==> config.mk <==
export PLATFORM = sky130hd
export DESIGN_NAME = stereo_column_feeder
export DESIGN_NICKNAME = d
export VERILOG_FILES = /design/src/rtl/stereo_column_feeder.sv
export SDC_FILE = /design/constraint.sdc
export NUM_CORES = 1
export LEC_CHECK = 0
export ABC_AREA = 1
export BUFFER_PORTS_ARGS = -buffer_cell sky130_fd_sc_hd__buf_4
export CAP_MARGIN = 0
export CELL_PAD_IN_SITES_DETAIL_PLACEMENT = 0
export CELL_PAD_IN_SITES_GLOBAL_PLACEMENT = 2
export CORE_MARGIN = 2
export CORE_UTILIZATION = 33
export DETAILED_ROUTE_END_ITERATION = 16
export PLACE_DENSITY_LB_ADDON = 0.1
export SKIP_CTS_REPAIR_TIMING = 1
export SLEW_MARGIN = 20
export SYNTH_ARGS = -nofsm -noshare
export SYNTH_HDL_FRONTEND = slang
export SYNTH_SLANG_ARGS = --single-unit
==> constraint.sdc <==
create_clock -name clk_in -period 3.4 [get_ports clk_in]
set_clock_uncertainty 0.2 [all_clocks]
set_input_delay 0.17 -clock clk_in [delete_from_list [all_inputs] [get_ports clk_in]]
set_output_delay 0.17 -clock clk_in [all_outputs]
set_load 0.02 [all_outputs]
==> src/rtl/stereo_column_feeder.sv <==
// stereo_column_feeder
//   Walks the stored left and right grayscale frames in raster order and
//   presents one KERNEL_WIDTH-tall pixel column per camera, tagged with its
//   centre coordinates, to the SAD/depth block. Both frame BRAMs share one
//   read address. The depth block's busy signal provides backpressure, so
//   no column is ever dropped.
//
// Ports
//   clk_in          system clock
//   rst_in          synchronous, active-high reset
//   start_in        pulse: begin one frame pass (honoured only when idle)
//   sad_busy_in     depth block busy; a column is not accepted while high
//   bram_addr_out   read address shared by the left and right BRAMs
//   bram_left_in    left BRAM read data (READ_LATENCY cycles after address)
//   bram_right_in   right BRAM read data
//   left_data_out   left column, index k holds row v-1+k
//   right_data_out  right column, same packing
//   hcount_out      x of the column on the data outputs
//   vcount_out      centre row y of the column on the data outputs
//   data_valid_out  one-cycle pulse: column presented and accepted
//   busy_out        high from accepted start_in until frame_done_out
//   frame_done_out  one-cycle pulse after the final column
module stereo_column_feeder #(
  parameter int WIDTH        = 320,
  parameter int HEIGHT       = 240,
  parameter int KERNEL_WIDTH = 3,
  parameter int READ_LATENCY = 2,
  localparam int ADDR_W      = $clog2(WIDTH*HEIGHT)
) (
  input  logic                         clk_in,
  input  logic                         rst_in,
  input  logic                         start_in,
  input  logic                         sad_busy_in,
  output logic [ADDR_W-1:0]            bram_addr_out,
  input  logic [7:0]                   bram_left_in,
  input  logic [7:0]                   bram_right_in,
  output logic [KERNEL_WIDTH-1:0][7:0] left_data_out,
  output logic [KERNEL_WIDTH-1:0][7:0] right_data_out,
  output logic [10:0]                  hcount_out,
  output logic [9:0]                   vcount_out,
  output logic                         data_valid_out,
  output logic                         busy_out,
  output logic                         frame_done_out
);

  localparam int K_W = $clog2(KERNEL_WIDTH + 1);

  typedef enum logic [1:0] {IDLE, FETCH, READY} state_t;

  state_t             state;
  state_t             state_next;

  logic [10:0]        cur_h;
  logic [9:0]         cur_v;
  // Linear index (v-1)*WIDTH+h of the top pixel of the current column.
  // Raster order means the next column's top pixel is always this plus one,
  // including across a row wrap.
  logic [ADDR_W-1:0]  col_base;
  logic [K_W-1:0]     issue_cnt;
  logic               guard;
  logic               accept;
  logic               last_col;
  logic               last_capture;

  // Read tags travel alongside the BRAM pipeline: stage 0 lines up with the
  // registered address, stage READ_LATENCY with the data it returns.
  logic               tag_valid [0:READ_LATENCY];
  logic [K_W-1:0]     tag_k     [0:READ_LATENCY];

  always_comb begin
    state_next     = state;
    accept         = 1'b0;
    data_valid_out = 1'b0;
    last_capture   = tag_valid[READ_LATENCY] &&
                     (tag_k[READ_LATENCY] == K_W'(KERNEL_WIDTH - 1));
    last_col       = (cur_h == 11'(WIDTH - 1)) && (cur_v == 10'(HEIGHT - 2));
    case (state)
      IDLE: begin
        if (start_in) state_next = FETCH;
      end
      FETCH: begin
        if (last_capture) state_next = READY;
      end
      READY: begin
        // The depth block raises busy one cycle after accepting, so the
        // cycle after a pulse is ignored via the guard.
        if (!rst_in && !guard && !sad_busy_in) begin
          accept         = 1'b1;
          data_valid_out = 1'b1;
          state_next     = last_col ? IDLE : FETCH;
        end
      end
      default: state_next = IDLE;
    endcase
  end

  always_ff @(posedge clk_in) begin
    if (rst_in) begin
      state          <= IDLE;
      cur_h          <= '0;
      cur_v          <= '0;
      col_base       <= '0;
      issue_cnt      <= '0;
      guard          <= 1'b0;
      bram_addr_out  <= '0;
      left_data_out  <= '0;
      right_data_out <= '0;
      hcount_out     <= '0;
      vcount_out     <= '0;
      busy_out       <= 1'b0;
      frame_done_out <= 1'b0;
      for (int i = 0; i <= READ_LATENCY; i++) begin
        tag_valid[i] <= 1'b0;
        tag_k[i]     <= '0;
      end
    end else begin
      state          <= state_next;
      guard          <= accept;
      frame_done_out <= 1'b0;

      tag_valid[0] <= 1'b0;
      tag_k[0]     <= '0;
      for (int i = 1; i <= READ_LATENCY; i++) begin
        tag_valid[i] <= tag_valid[i-1];
        tag_k[i]     <= tag_k[i-1];
      end

      // The first read of each column is issued on the transition into
      // FETCH so the column is ready KERNEL_WIDTH+READ_LATENCY+1 cycles
      // after the previous pulse.
      case (state)
        IDLE: begin
          if (start_in) begin
            busy_out      <= 1'b1;
            cur_h         <= '0;
            cur_v         <= 10'd1;
            col_base      <= '0;
            bram_addr_out <= '0;
            tag_valid[0]  <= 1'b1;
            tag_k[0]      <= '0;
            issue_cnt     <= K_W'(1);
          end
        end
        FETCH: begin
          if (issue_cnt < K_W'(KERNEL_WIDTH)) begin
            bram_addr_out <= bram_addr_out + ADDR_W'(WIDTH);
            tag_valid[0]  <= 1'b1;
            tag_k[0]      <= issue_cnt;
            issue_cnt     <= issue_cnt + K_W'(1);
          end
        end
        READY: begin
          if (accept) begin
            if (last_col) begin
              busy_out       <= 1'b0;
              frame_done_out <= 1'b1;
            end else begin
              if (cur_h == 11'(WIDTH - 1)) begin
                cur_h <= '0;
                cur_v <= cur_v + 10'd1;
              end else begin
                cur_h <= cur_h + 11'd1;
              end
              col_base      <= col_base + ADDR_W'(1);
              bram_addr_out <= col_base + ADDR_W'(1);
              tag_valid[0]  <= 1'b1;
              tag_k[0]      <= '0;
              issue_cnt     <= K_W'(1);
            end
          end
        end
        default: ;
      endcase

      // Coordinates move with the first row of the new column so they
      // always describe what is on the data outputs.
      if (tag_valid[READ_LATENCY]) begin
        left_data_out[tag_k[READ_LATENCY]]  <= bram_left_in;
        right_data_out[tag_k[READ_LATENCY]] <= bram_right_in;
        if (tag_k[READ_LATENCY] == '0) begin
          hcount_out <= cur_h;
          vcount_out <= cur_v;
        end
      end
    end
  end

endmodule

==> metrics.txt, run 1 <==
run status=complete, but fails checks; violated checks=hold timing; maximum clock frequency=~420 MHz; Crit path max-delay family=buffers and inverters; Syn Area/Cell=~7 um^2; first-pass GRT wire length=29300 um; Hold Path Class=input pin to flop; Die X=~140 um; R2R Path End=tag_valid[0]; antenna diode count=0; crit path DAT=between 2000 and 3000 ps; Slew Limit Fails=0; DR vias=around 6200; Synth Cell Area=0.00652 mm^2; worst-case reg-to-reg path depth=6; Yosys top cell area share=0.430; setup slack after layout=1000 ps; TNS Setup=0 ps; area leader, netlist=dfxtp_1; maximum VDD drop=between 0.4 and 0.5 mV; GR Util All Layers=0.177; Clock Sinks=140; slowest library cell on the worst path=dlygate4sd3_1; initial core utilization=0.336; Crit. Startpoint=state[1]; DP Worst Slack=between 1000 and 1500 ps; row cnt=51; post-route clock period utilization=0.705; hold slack=-1.28 ps; Critical Path Sink Type=flop; number of DRC markers in iteration 0=290; placer's final routability congestion estimate=between 0.7 and 0.8; clock slew at the register clock pins of the worst setup and hold paths=roughly 60 ps; final hold vios=2; synth warn=0; worst path cell trace=inv_1, ha_1, inv_1, nor3_1, nand3b_1, dlygate4sd3_1; core area=0.0194 mm^2; Worst Path Max Fanout=13; die height=about 140 um; Yosys reg bits=140; sequential fraction of the synthesis area=0.430; CTS tree=built; minimum clock period=2400 ps; R2R setup slack=around 1000 ps; Worst EP required=3560 ps; most used cell, CP=inv_1; syn_nets=between 900 and 1000; Area contributors post-synth=dfxtp_1 43%, nor2_1 11%, nand2_1 10%; crit-path max cell delay=540 ps; PD cells=~700 mW/mm^2; Yosys cell types=36; Mapped Cells=between 900 and 1000; total wire length=roughly 18000 um; initial antenna violation count=0; Die ar.=0.0209 mm^2; final setup vio count=0; share of cells above drive strength 1=0.168; Clock Path Buffers=2; DRC=0; Critical Path Sink=tag_valid[0]; routed vias/inst=about 4.6; worst rel slew slack=0.544; Root Buffer=clkbuf_16; IO buf count=between 100 and 150; vias in the first global route=about 5800; largest net degree at the start of global routing=63; worst path bufs/invs=3; Pleak=between 3 and 4 nW; nets=between 1000 and 1500; antenna viol nets, final=0; drt pass-1 iters=5; Area Growth Syn to Fin=28.5%; Power Total=between 0.005 and 0.006 W; commonest non-fill, non-tap cell in the layout=nor2_1; RR Startpoint=state[1]; Slew @ Worst Pin=slightly below 700 ps; Max-Cap Viols=0; post-layout util=0.432; wire length per cell=around 13 um; Clk Latency, worst-skew pair=approximately 420 ps; htree depth=4; most frequent cells in the layout=198 x nor2_1, 181 x nand2_1, 140 x dfxtp_1; dpl hpwl=12600 um; total gr overflow=0; Crit path depth=6; Setup crit start kind=flop; RSZ-0062 raised after global routing=no; Ports=109; Crit Path Category=flop to flop; CTS Buf Count=17
==> power by group <==
group / switching [W] / internal, W / total, W / leakage, nW
sequential: 0.000178 / 0.00187 / 0.00205 / 1.14
combinational: 0.00124 / 0.000615 / 0.00185 / 2.24
clock: 0.000775 / 0.00119 / 0.00197 / 0.301
==> registers in the layout, indices dropped and copies added, names as in the netlist, 6 cells and up <==
| signal | flops |
|---|---|
| left_data_out | 24 |
| right_data_out | 24 |
| bram_addr_out | 17 |
| col_base | 17 |
| cur_h | 11 |
| hcount_out | 11 |
| cur_v | 10 |
| vcount_out | 10 |
| tag_k | 6 |
==> metrics by stage <==
step	instance area (um^2)	std cells
after floorplan	6520	954
after global placement	7560	1296
after detailed placement	7560	1296
after CTS	8190	1328
after global routing	8380	1347
final	8380	1347
==> layer usage <==
| layer | GRT usage | wire length (um) |
|---|---|---|
| met4 | 0.0531 | 192 |
| met5 | 0 | 0 |
| met2 | 0.282 | 8070 |
| met1 | 0.243 | 9320 |
| met3 | 0.0318 | 552 |
==> Yosys cell counts (all sizes together) <==
| library cell | n |
|---|---|
| a21oi | 58 |
| a31oi | 1 |
| and3 | 5 |
| buf | 18 |
| clkbuf | 23 |
| clkinv | 2 |
| dfxtp | 140 |
| ha | 11 |
| inv | 91 |
| nand2 | 187 |
| nand3 | 79 |
| nand3b | 1 |
| nand4 | 14 |
| nor2 | 208 |
| nor2b | 2 |
| nor3 | 9 |
| o21a | 1 |
| o21ai | 96 |
| o21bai | 1 |
| o22ai | 1 |
| or2 | 2 |
| xor2 | 4 |
==> worst min-delay path by stage <==
stage               startpoint                end  cells after the start
5_1_grt                 rst_in        tag_k[1][1]                      2
6_report                rst_in        tag_k[2][1]                      2
2_1_floorplan  bram_left_in[0]   left_data_out[0]                      2
4_1_cts        bram_left_in[5]  left_data_out[21]                      3
3_5_place_dp      tag_valid[0]       tag_valid[1]                      2
3_3_place_gp       tag_k[1][0]        tag_k[2][0]                      2
==> layout make-up <==
class                      count  area [um^2]
multi-input combinational    680         3180
timing repair buffer         137         1090
sequential                   140         2800
tap                          265          332
clock inverter                14          185
inverter                      93          354
clock buffer                  18          439
fill                        2109        11000
==> cells by family (layout without fill, tap and decap cells) <==
logic type               after synthesis  after routing  share of synthesized area
AND/OR/NAND/NOR                      507            507                      0.337
XOR/XNOR                               4              4                    0.00537
adder cells (fa/ha/maj)               11             11                     0.0211
flip-flops                           140            140                      0.430
buffers and inverters                134            262                     0.0837
AO/OA/AOI/OAI                        158            158                      0.123
(Power assumes the default switching activity.)
==> run 2, diff against run 1 <==
--- a/config.mk
+++ b/config.mk
@@ -5,13 +5,13 @@
 export SDC_FILE = /design/constraint.sdc
 export NUM_CORES = 1
 export LEC_CHECK = 0
-export ABC_AREA = 1
+export ABC_AREA = 0
 export BUFFER_PORTS_ARGS = -buffer_cell sky130_fd_sc_hd__buf_4
 export CAP_MARGIN = 0
 export CELL_PAD_IN_SITES_DETAIL_PLACEMENT = 0
 export CELL_PAD_IN_SITES_GLOBAL_PLACEMENT = 2
 export CORE_MARGIN = 2
-export CORE_UTILIZATION = 33
+export CORE_UTILIZATION = 30
 export DETAILED_ROUTE_END_ITERATION = 16
 export PLACE_DENSITY_LB_ADDON = 0.1
 export SKIP_CTS_REPAIR_TIMING = 1
==> constraint.sdc (replaced) <==
create_clock -name clk_in -period 1.97 [get_ports clk_in]
set_clock_uncertainty 0.2 [all_clocks]
set_input_delay 0.0985 -clock clk_in [delete_from_list [all_inputs] [get_ports clk_in]]
set_output_delay 0.0985 -clock clk_in [all_outputs]
set_load 0.02 [all_outputs]
==> run 2 against run 1 <==
Effect of this change:
- the flow finishes with violations (setup timing)
- combinational power fell by 29%
- design area rose by 12%
- flip-flop and latch count did not move
- global-route usage barely moved
- hold slack improved by 50 ps
- clock power rose by 57%
- critical endpoint is now bram_addr_out[0]
==> metrics.txt, run 2 <==
run status=complete, but fails checks; violated checks=setup timing; PD cells=780 mW/mm^2 (+11%); Worst EP required=2090 ps (-1470 ps); Seq pwr share=0.398 (+0.049); total gr overflow=0 (unchanged); Die X=148 um (+2.2%); antenna viol nets, final=0 (unchanged); Yosys top cell area share=0.453 (+0.0227); hold endpoint=left_data_out[22]; worst path cell trace=or4b_4, or4_4, o211ai_4, buf_6, nor3_2, a31o_1; most common cell in the synthesized netlist=nand2_1; post-placement cell area=0.00826 mm^2 (+9.1%); post-route clock period utilization=1.19 (+0.484); Switching Fraction=0.273 (-0.0998); initial antenna violation count=0 (unchanged); wire length per cell=15.5 um (+15%); Setup crit start kind=flop; Worst Path Max Fanout=5 (-8); Pleak=3.67 nW (-0.26%); DRC=0 (unchanged); number of DRC markers in iteration 0=281 (-3.1%); Area contributors post-synth=dfxtp_1 45%, nand2_1 11%, a21oi_1 7.5%; final hold vios=0 (-2); minimum clock period=2340 ps (-54.6 ps); final setup vio count=61 (+61); Yosys cell types=74 (+110%); Post-synth top flop=dfxtp_1; CTS Buf Count=17 (unchanged); slowest library cell on the worst path=or4b_4; Crit path max-delay family=simple AND/OR/NAND/NOR gates; min-delay src=rst_in; area leader, netlist=dfxtp_1; largest registers=left_data_out: 24 flops, right_data_out: 24 flops; Mapped Cells=741 (-22%); Fillers=2019 (-4.3%); CTS tree=built; maximum VDD drop=0.626 mV (+49%); setup slack after layout=-372 ps (-1380 ps); Clk Latency, worst-skew pair=420 ps (about the same); crit path DAT=2460 ps (-90 ps); initial core utilization=0.306 (-0.0300); Clock Sinks=140 (unchanged); Synth Cell Area=0.00619 mm^2 (-5.0%); RSZ-0062 raised after global routing=yes; Finished Cell Area=0.00938 mm^2 (+12%); internal power=0.00532 W (+45%); first-pass GRT wire length=31000 um (+5.8%); Yosys reg bits=140 (unchanged); die height=148 um (+2.2%); Crit Path Category=flop to flop; nets=1017 (-7.5%); share of cells above drive strength 1=0.360 (+0.192); routed vias/inst=4.91 (+6.7%); crit-path max cell delay=570 ps (+30 ps); Ports=109 (unchanged); fin cells=1269 (-5.8%); most frequent cells in the layout=232 x buf_4, 172 x nand2_1, 131 x dfxtp_1; Slew @ Worst Pin=754 ps (+75.9 ps); DR vias=6233 (+0.48%); htree depth=4 (unchanged); syn_nets=772 (-22%); R2R setup slack=-370 ps (-1380 ps); maximum clock frequency=427 MHz (+2.3%); Comb pwr share=0.180 (-0.135); GR Util All Layers=0.177 (+0.000199); worst path bufs/invs=1 (-2); Hold Path Class=input pin to flop; dpl hpwl=13900 um (+11%); commonest non-fill, non-tap cell in the layout=buf_4; core area=0.0202 mm^2 (+4.3%); Slew Limit Fails=0 (unchanged); placer's final routability congestion estimate=0.796 (+1.4%); clock slew at the register clock pins of the worst setup and hold paths=60 ps (about the same); RR Startpoint=cur_h[10]; Post-Place Cells=1201 (-7.3%); TNS Setup=-17190 ps (-17190 ps); drt pass-1 iters=4 (-1); Synth async-reset ratio=0 (unchanged); total wire length=19600 um (+8.2%); Die ar.=0.0218 mm^2 (+4.4%); Clk pwr share=0.422 (+0.087); sequential fraction of the synthesis area=0.453 (+0.0227); IO buf count=108 (unchanged); Critical Path Sink Type=flop; worst-case reg-to-reg path depth=6 (unchanged); Area Growth Syn to Fin=51.5%; largest net degree at the start of global routing=65 (+3.2%); synth warn=0 (unchanged); Root Buffer=clkbuf_16; vias in the first global route=6034 (+4.3%); worst rel slew slack=0.497 (-0.0471); antenna diode count=0 (unchanged); R2R Path End=bram_addr_out[0]; Syn Area/Cell=8.35 um^2 (+22%); Clock Path Buffers=2 (unchanged); row cnt=52 (+2.0%); hold depth=3 (+1); Max-Cap Viols=0 (unchanged); Power Total=0.00732 W (+25%); most frequent cells after synthesis=175 x nand2_1, 140 x dfxtp_1, 93 x a21oi_1, 32 x clkbuf_1, 28 x nand3_1; EDFF count, synth=0 (unchanged); Psw=0.00200 W (-8.7%)
-- run 2: stage by stage --
stage	setup slack (ps)	util	hold WS (ps)
6_report	-372	0.464	48.9
2_1_floorplan	-286	-	-24.7
3_5_place_dp	-443	0.408	131
5_1_grt	-442	0.464	52.7
4_1_cts	-449	0.436	-312
3_3_place_gp	-399	0.408	123
-- run 2: worst max-delay path by stage --
stage / start / end / slack, ps / cells past startpoint
after global placement: cur_h[10] / bram_addr_out[1] / -400 / 6
after global routing: cur_h[10] / col_base[7] / -440 / 6
after floorplan: cur_h[10] / bram_addr_out[0] / -290 / 6
after detailed placement: cur_h[10] / bram_addr_out[0] / -440 / 6
final: cur_h[10] / bram_addr_out[0] / -370 / 6
after CTS: cur_h[10] / bram_addr_out[0] / -450 / 6
-- run 2: layout make-up --
type	count	area, um^2	share of cell area
flip-flops and latches	140	2820	0.300
clock buffers	19	453	0.0483
inverters	14	52.6	0.00560
repair buffers	266	2150	0.229
clock inverters	13	115	0.0123
multi-input cells	547	3450	0.368
well taps	270	338	0.0360
-- run 2: power groups by stage --
| stage | registers (W) | clock network, W | logic, W |
|---|---|---|---|
| floorplan | 0.00300 | 0 | 0.000560 |
| detailed placement | 0.00297 | 0 | 0.00110 |
| global route | 0.00291 | 0.00331 | 0.00142 |
| finish | 0.00291 | 0.00309 | 0.00132 |
| global placement | 0.00297 | 0 | 0.00109 |
| CTS | 0.00291 | 0.00319 | 0.00111 |
-- run 2: worst register-to-register path, stage by stage, from the launching register on --
cell	delay (ps)
dfxtp_2	320
or4b_4	570
or4_4	500
o211ai_4	280
buf_6	160
nor3_2	40
a31o_1	180
-- run 2: routing by layer --
metal | GRT usage | up-vias | wire [um]
met3 | 0.0352 | 23 | 705
li1 | - | 3116 | -
met4 | 0.0495 | 0 | 301
met5 | 0 | - | 0
met1 | 0.222 | 2984 | 9030
met2 | 0.308 | 110 | 9580
-- run 2: logic make-up (layout without fill, tap and decap cells) --
logic type / Yosys count / after routing / share of synthesized area
AO/OA/AOI/OAI: 196 / 196 / 0.215
flip-flops: 140 / 140 / 0.453
adder cells (fa/ha/maj): 11 / 11 / 0.0222
buffers and inverters: 55 / 312 / 0.0382
multiplexers: 3 / 3 / 0.00485
AND/OR/NAND/NOR: 319 / 320 / 0.243
XOR/XNOR: 17 / 17 / 0.0240
==> run 3, diff against run 2 <==
--- a/config.mk
+++ b/config.mk
@@ -11,11 +11,11 @@
 export CELL_PAD_IN_SITES_DETAIL_PLACEMENT = 0
 export CELL_PAD_IN_SITES_GLOBAL_PLACEMENT = 2
 export CORE_MARGIN = 2
-export CORE_UTILIZATION = 30
+export CORE_UTILIZATION = 31
+export CTS_BUF_LIST = sky130_fd_sc_hd__clkbuf_4 sky130_fd_sc_hd__clkbuf_8
 export DETAILED_ROUTE_END_ITERATION = 16
 export PLACE_DENSITY_LB_ADDON = 0.1
 export SKIP_CTS_REPAIR_TIMING = 1
-export SLEW_MARGIN = 20
 export SYNTH_ARGS = -nofsm -noshare
 export SYNTH_HDL_FRONTEND = slang
 export SYNTH_SLANG_ARGS = --single-unit
==> run 3 against run 2 <==
Effect of this change:
- the run still ends with setup timing left
- design area fell by 0.48%
- total power fell by 6.8%
- flip-flop and latch count did not move
- combinational power barely moved
- clock power fell by 17%
- critical path depth rose by 1
- sequential power barely moved
- sequential share of layout area rose by 0.12 points
- core utilization rose by 1.5 points
- maximum frequency barely moved
- via count rose by 0.11%
==> metrics.txt, run 3 (synthesized netlist as in run 2, its figures left out) <==
clock slew at the register clock pins of the worst setup and hold paths=80 ps (+20 ps); total gr overflow=0 (unchanged); Worst EP required=2120 ps (+30 ps); Psw=0.00187 W (-6.5%); CTS Buf Count=17 (unchanged); internal power=0.00495 W (-6.9%); final setup vio count=63 (+3.3%); Die X=145 um (-1.6%); TNS Setup=-17930 ps (-749 ps); row cnt=51 (-1.9%); setup slack after layout=-372 ps (+0.0160 ps); Seq pwr share=0.426 (+0.028); htree depth=4 (unchanged); worst rel slew slack=0.655 (+0.157); slowest library cell on the worst path=or4b_4; RSZ-0062 raised after global routing=yes; nets=1017 (unchanged); violated checks=setup timing; Crit Path Category=flop to flop; Max-Cap Viols=0 (unchanged); register area=0.00281 mm^2 (about the same); Switching Fraction=0.274 (+0.000770); antenna viol nets, final=0 (unchanged); number of DRC markers in iteration 0=327 (+16%); largest registers=left_data_out: 24 flops, right_data_out: 24 flops; Power Total=0.00682 W (-6.8%); Pleak=3.60 nW (-1.7%); routed vias/inst=4.94 (+0.51%); GR Util All Layers=0.178 (+0.00130); crit-path max cell delay=580 ps (about the same); wire length per cell=15.6 um (+1.0%); Slew @ Worst Pin=518 ps (-236 ps); Slew Limit Fails=0 (unchanged); Critical Path Sink Type=flop; Area Growth Syn to Fin=50.8%; Fillers=1959 (-3.0%); Ports=109 (unchanged); largest net degree at the start of global routing=46 (-29%); minimum clock period=2340 ps (-0.0160 ps); Hold Path Class=input pin to flop; Setup crit start kind=flop; worst path cell trace=or4b_4, or4_4, o21ai_4, buf_12, buf_6, a21oi_1, o32ai_1; Comb pwr share=0.198 (+0.018); maximum clock frequency=427 MHz (about the same); post-layout util=0.478 (+0.0145); Finished Cell Area=0.00934 mm^2 (-0.48%); Root Buffer=clkbuf_8; commonest non-fill, non-tap cell in the layout=buf_4; drt pass-1 iters=4 (unchanged); CTS tree=built; antenna diode count=0 (unchanged); IO buf count=108 (unchanged); first-pass GRT wire length=30800 um (-0.62%); total wire length=19700 um (+0.64%); PD cells=731 mW/mm^2 (-6.3%); Die ar.=0.0211 mm^2 (-3.1%); DP Worst Slack=-396 ps (+47.1 ps); vias in the first global route=6057 (+0.38%); post-placement cell area=0.00821 mm^2 (-0.59%); post-route clock period utilization=1.19 (about the same); Clk Latency, worst-skew pair=440 ps (+20 ps); maximum VDD drop=0.418 mV (-33%); initial core utilization=0.317 (+0.0111); crit path DAT=2500 ps (+40 ps); placer's final routability congestion estimate=0.823 (+3.5%); DRC=0 (unchanged); share of cells above drive strength 1=0.372 (+0.0120); Clock Sinks=140 (unchanged); Clk pwr share=0.376 (-0.046); initial antenna violation count=0 (unchanged); final hold vios=0 (unchanged); most frequent cells in the layout=224 x buf_4, 169 x nand2_1, 131 x dfxtp_1; die height=145 um (-1.6%); DR vias=6240 (+0.11%); core area=0.0195 mm^2 (-3.5%); Worst Path Max Fanout=6 (+1); run status=complete, but fails checks; Clock Path Buffers=2 (unchanged); dpl hpwl=13700 um (-1.4%); area occupied by multi-input gates=0.00350 mm^2 (+1.4%)
## run 3: worst max-delay path, delay by kind of cell, from the launching register on
family	cells	cell delay (ps)
and+or+nand+nor	2	1070
buffers and inverters	2	270
AOI/OAI and AO/OA	3	410
DFF	1	320
## run 3: layer usage
layer | GRT usage | share of wire | vias to the layer above
met3 | 0.0412 | 0.035 | 18
met5 | 0 | 0 | -
met1 | 0.218 | 0.46 | 2981
met2 | 0.314 | 0.49 | 127
li1 | - | - | 3114
met4 | 0.0500 | 0.012 | 0
## run 3: power by group through the flow
stage	clock, W	sequential (W)	combinational (W)
6_report	0.00257	0.00291	0.00135
5_1_grt	0.00274	0.00291	0.00146
2_1_floorplan	0	0.00300	0.000560
3_3_place_gp	0	0.00297	0.00109
4_1_cts	0.00265	0.00291	0.00110
3_5_place_dp	0	0.00297	0.00110
## run 3: area by class of cell
cell class              instances  area share
flip-flops and latches        140       0.301
clock buffers                  23      0.0326
clock inverters                 9      0.0142
inverters                      14     0.00563
repair buffers                266       0.235
well taps                     265      0.0355
multi-input cells             547       0.375
## run 3: final timing paths
check        slack [ps]      endpoint  cells past startpoint   startpoint
min                  40   col_base[5]                      3       rst_in
max                -370  col_base[16]                      7    cur_h[10]
max reg2reg        -370  col_base[16]                      7    cur_h[10]
min reg2reg         240   tag_k[2][0]                      1  tag_k[1][0]
## run 3: per-stage QoR
stage                     std cells  hold slack [ps]
after CTS                      1224             -362
after global placement         1192              127
after floorplan                 741            -24.7
after detailed placement       1192              126
after global routing           1264             35.1
final                          1264             42.2
